`config.mk`:
```
export PLATFORM = sky130hd
export DESIGN_NAME = mem_arbiter
export DESIGN_NICKNAME = d
export VERILOG_FILES = /design/src/rtl/mem_arbiter.sv
export SDC_FILE = /design/constraint.sdc
export NUM_CORES = 1
export LEC_CHECK = 0
export ABC_AREA = 1
export ABC_CLOCK_PERIOD_IN_PS = 1200
export BUFFER_PORTS_ARGS = -buffer_cell sky130_fd_sc_hd__buf_2
export CORE_AREA = 2 2 102 104
export CTS_BUF_LIST = sky130_fd_sc_hd__clkbuf_2 sky130_fd_sc_hd__clkbuf_4 sky130_fd_sc_hd__clkbuf_8
export DETAILED_ROUTE_END_ITERATION = 8
export DIE_AREA = 0 0 104 106
export PLACE_DENSITY = 0.62
export SYNTH_ARGS = -nofsm -noshare
export SYNTH_HDL_FRONTEND = slang
export SYNTH_SLANG_ARGS = --single-unit
```
`constraint.sdc`:
```
create_clock -name i_clk -period 1.2 [get_ports i_clk]
set_clock_uncertainty 0.05 [all_clocks]
set_input_delay 0.06 -clock i_clk [delete_from_list [all_inputs] [get_ports i_clk]]
set_output_delay 0.06 -clock i_clk [all_outputs]
set_load 0.03 [all_outputs]
```
`src/rtl/mem_arbiter.sv`:
```
// Two-requester arbiter for the shared single-port instruction/data memory.
// Fetch and load/store take turns, and each read response goes back to its owner.
module mem_arbiter #(
    parameter int ADDR_W        = 32,
    parameter int DATA_W        = 32,
    parameter int MAX_DM_STREAK = 4
) (
    input  logic              i_clk,
    input  logic              i_rst_n,
    input  logic              i_if_req,
    input  logic [ADDR_W-1:0] i_if_addr,
    output logic              o_if_gnt,
    output logic              o_if_rvalid,
    output logic [DATA_W-1:0] o_if_rdata,
    input  logic              i_dm_req,
    input  logic              i_dm_we,
    input  logic [ADDR_W-1:0] i_dm_addr,
    input  logic [DATA_W-1:0] i_dm_wdata,
    output logic              o_dm_gnt,
    output logic              o_dm_rvalid,
    output logic [DATA_W-1:0] o_dm_rdata,
    output logic [ADDR_W-1:0] o_mem_addr,
    output logic              o_mem_we,
    output logic [DATA_W-1:0] o_mem_wdata,
    input  logic [DATA_W-1:0] i_mem_rdata
);

    typedef enum logic [1:0] {
        OWN_NONE = 2'd0,
        OWN_IF   = 2'd1,
        OWN_DM   = 2'd2
    } owner_e;

    localparam logic [3:0] LP_MAX = 4'(MAX_DM_STREAK);

    owner_e      r_owner;
    owner_e      w_owner_nxt;
    logic [3:0]  r_streak;
    logic [3:0]  w_streak_nxt;
    logic        w_if_gnt;
    logic        w_dm_gnt;
    logic        w_if_starved;

    assign w_if_starved = i_if_req && (r_streak == LP_MAX);

    // Pick the winner: DM first, unless fetch has waited long enough
    always_comb begin
        w_if_gnt = 1'b0;
        w_dm_gnt = 1'b0;
        if (i_rst_n) begin
            if (i_dm_req && !w_if_starved) begin
                w_dm_gnt = 1'b1;
            end else if (i_if_req) begin
                w_if_gnt = 1'b1;
            end
        end
    end

    assign o_if_gnt = w_if_gnt;
    assign o_dm_gnt = w_dm_gnt;

    // Present the winner's access to the memory; all zeros when idle
    always_comb begin
        o_mem_addr  = '0;
        o_mem_we    = 1'b0;
        o_mem_wdata = '0;
        if (w_dm_gnt) begin
            o_mem_addr  = i_dm_addr;
            o_mem_we    = i_dm_we;
            o_mem_wdata = i_dm_wdata;
        end else if (w_if_gnt) begin
            o_mem_addr  = i_if_addr;
        end
    end

    // Next owner and DM streak length
    always_comb begin
        w_owner_nxt  = OWN_NONE;
        w_streak_nxt = r_streak;
        if (w_dm_gnt) begin
            w_owner_nxt = OWN_DM;
        end else if (w_if_gnt) begin
            w_owner_nxt = OWN_IF;
        end
        if (w_dm_gnt && i_if_req) begin
            if (r_streak != LP_MAX) begin
                w_streak_nxt = r_streak + 4'd1;
            end
        end else if (w_if_gnt || !i_if_req) begin
            w_streak_nxt = 4'd0;
        end
    end

    // Owner and streak registers
    always_ff @(posedge i_clk or negedge i_rst_n) begin
        if (!i_rst_n) begin
            r_owner  <= OWN_NONE;
            r_streak <= 4'd0;
        end else begin
            r_owner  <= w_owner_nxt;
            r_streak <= w_streak_nxt;
        end
    end

    assign o_if_rvalid = (r_owner == OWN_IF);
    assign o_dm_rvalid = (r_owner == OWN_DM);
    assign o_if_rdata  = i_mem_rdata;
    assign o_dm_rdata  = i_mem_rdata;

endmodule

```
==> run_results.csv <==
group,metric,value,unit
detailed_routing,detailroute.via_count,2335,
finish,finalNetCount,547,
synthesis,synthDistinctLibCells,19,
global_routing,globalRouteTotalUtil,12.5,%
place,gp_congestion,0.679,
floorplan,initial_core_util,17.5,%
critical_path,crit_arrival,1620,ps
finish,syn_to_final_growth,108,%
floorplan,dieWidth,104,um
critical_path,crit_path_end_kind,"output pin",
synthesis,post_synth_inst_count,289,
detailed_routing,route.final.wire_length,7.64,mm
power_and_ir_drop,pwr-share-comb,71.0,%
sta,finalSetupViolations,73,
synthesis,syn-num-nets,424,
power_and_ir_drop,fin_total_pwr,1.78,mW
floorplan,pin_count,266,
synthesis,synthesis.area,1750,um^2
detailed_routing,dr.pass1.iters,4,
sta,worstMarginPinSlew,280,ps
sta,grt_setup_unrepaired,"true",
sta,min_period,1730,ps
detailed_routing,detail_route.vias_per_cell,4.27,
place,dp.final_hpwl,5.39,mm
flow_run,maxCapViolCount,0,
cts,cts_root_buf,"clkbuf_8",
cts,htreeDepth,1,
power_and_ir_drop,seq_power_share,12.0,%
finish,nFillCells,1015,
global_routing,grt_pass1_vias,2403,
outcome,violations,"negative setup slack",
detailed_routing,drt_first_iter_violations,94,
sta,finalWorstSetupSlack,-529,ps
power_and_ir_drop,p_switching,0.807,mW
power_and_ir_drop,pwr-share-clk,17.0,%
power_and_ir_drop,ir_worst_vdd,0.000194,V
cts,clock-sinks,6,
power_and_ir_drop,p_int,0.978,mW
power_and_ir_drop,cellPowerDensity,492,nW/um^2
power_and_ir_drop,power_switching_share,45.2,%
finish,commonest_non_fill_non_tap_cell_in_the_layout,"buf_2",
critical_path,start_kind,"register",
critical_path,setup.worst_path.class,"reg -> out",
synthesis,yosys_warnings,0,
floorplan,die-area,11000,um^2
worst_hold_path,hold_path.class,"in -> out",
sta,hold_slack,70.0,ps
critical_path,path_max_fanout,8,
floorplan,core-area,10000,um^2
place,place_ws,-373,ps
detailed_routing,remaining_drc_errors,0,
synthesis,count_of_state_elements_after_synthesis,6,
place,portBuffers,169,
cts,cts_inserted_buffers,3,
cts,clk-insertion-delay-late,220,ps
global_routing,gr-total-overflow,0,
detailed_routing,wl_per_cell,14.0,um
sta,finalHoldViolCount,0,
synthesis,post_syn_area_per_cell,6.05,um^2
critical_path,worstPathRequired,1090,ps
sta,slew_viol_final,0,
detailed_routing,antenna_left,0,
cts,max-clock-path-buffers,2,
finish,top_library_cells_by_usage_in_the_layout_fill_and_taps_aside,"102 x buf_2, 69 x buf_6, 38 x inv_1",
finish,drive_gt1_share,76.3,%
cts,clock_tree_from_tritoncts,"yes",
global_routing,grt_start_max_net_pins,24,
sta,final.period_utilization,144,%
global_routing,antenna_found_initial,1,
floorplan,die-height,106,um
floorplan,placementRows,37,
synthesis,ys_seq_area_share,8.59,%
global_routing,wire_length_of_the_first_global_routing_pass,11.4,mm
power_and_ir_drop,power.static_leakage,1.76,nW
outcome,outcome,"finished with violations",
cts,path_clk_slew,40,ps
sta,relSlewSlack,81.3,%
sta,clock.fmax,578,MHz
==> power groups by stage <==
stage	clock [mW]	sequential, mW	combinational, mW
after floorplan	0	0.218	0.987
after global placement	0	0.216	0.945
after detailed placement	0	0.216	0.959
after CTS	0.318	0.214	1.21
after global routing	0.330	0.215	1.34
final	0.304	0.215	1.27
==> registers in the layout (all words and copies together), names as in the netlist <==
name      cells
r_streak      4
r_owner       2
==> stage by stage <==
stage	instances	util, %	cell area [um^2]	TNS [ps]
after floorplan	289	-	2100	-16400
after global placement	533	27.4	2740	-20320
after detailed placement	533	27.4	2740	-22730
after CTS	546	34.4	3440	-34500
after global routing	546	36.2	3620	-39630
final	547	36.3	3630	-34210
==> synth_stat cells <==
master / n / area share [%]
xnor2_1: 1 / 0.50
nand4_1: 33 / 12
nand3_2: 11 / 6.3
inv_1: 41 / 8.8
nand2_1: 37 / 7.9
buf_6: 3 / 1.9
buf_2: 5 / 1.4
buf_1: 5 / 1.1
nand2_4: 2 / 1.3
inv_2: 2 / 0.43
nor2_1: 39 / 8.4
nor2_4: 1 / 0.64
clkbuf_1: 1 / 0.21
dfrtp_1: 6 / 8.6
buf_4: 70 / 30
ha_1: 2 / 1.4
a21oi_1: 2 / 0.57
nand3_1: 24 / 6.9
o21bai_1: 4 / 1.7
==> cells by family after synthesis <==
family	after synthesis	synth area share, %
adders and majority gates	2	1.43
and+or+nand+nor	147	43.2
buffers and inverters	127	44.0
DFF	6	8.59
xor gates and xnor gates	1	0.501
AOI/OAI and AO/OA	6	2.29
==> layer usage <==
metal	wire length, um	track usage [%]	vias to the layer above	share of wire [%]
li1	-	-	1098	-
met1	2730	13.1	1067	36
met2	4090	24.1	144	53
met3	627	3.13	26	8.2
met4	200	4.63	0	2.6
met5	0	0	-	0
==> final cells by class <==
type                            count  area (um^2)  share of cell area, %
Multi-Input combinational cell    156         1450                   40.0
Tap cell                          136          170                   4.69
Clock buffer                        3         41.3                   1.14
Sequential cell                     6          150                   4.14
Inverter                           43          168                   4.62
Antenna cell                        1         2.50                 0.0690
Timing Repair Buffer              202         1640                   45.3
==> path summary, 6_finish.rpt <==
path                            slack, ps            from        endpoint  cells after the start
worst min register to register        580     r_streak[0]     r_streak[0]                      2
worst min-delay path                   70  i_mem_rdata[9]   o_dm_rdata[9]                      0
min in group asynchronous             240         i_rst_n     r_streak[3]                      2
worst max-delay path                 -530     r_streak[0]  o_mem_addr[26]                     10
max in group asynchronous             450         i_rst_n     r_streak[1]                      3
worst max register to register       -340     r_streak[0]     r_streak[0]                     10
==> timing repair <==
item	4_1_cts	5_1_grt
hold buffers	2	0
endpoints found under the setup margin	73	73
pin swaps	23	27
gates resized for setup	159	36
gates cloned	2	1
setup buffers	6	2
endpoints found under the hold margin	6	0
==> worst max-delay path, stage by stage, from the launching register on <==
cell	delay, ps
dfrtp_1	380
inv_2	90
ha_4	150
nand2_4	50
inv_4	70
nand2_8	80
nand2_8	120
buf_12	170
nand3_2	70
nand2_2	90
buf_6	130
Note: power is estimated with default switching activity, not from simulation.
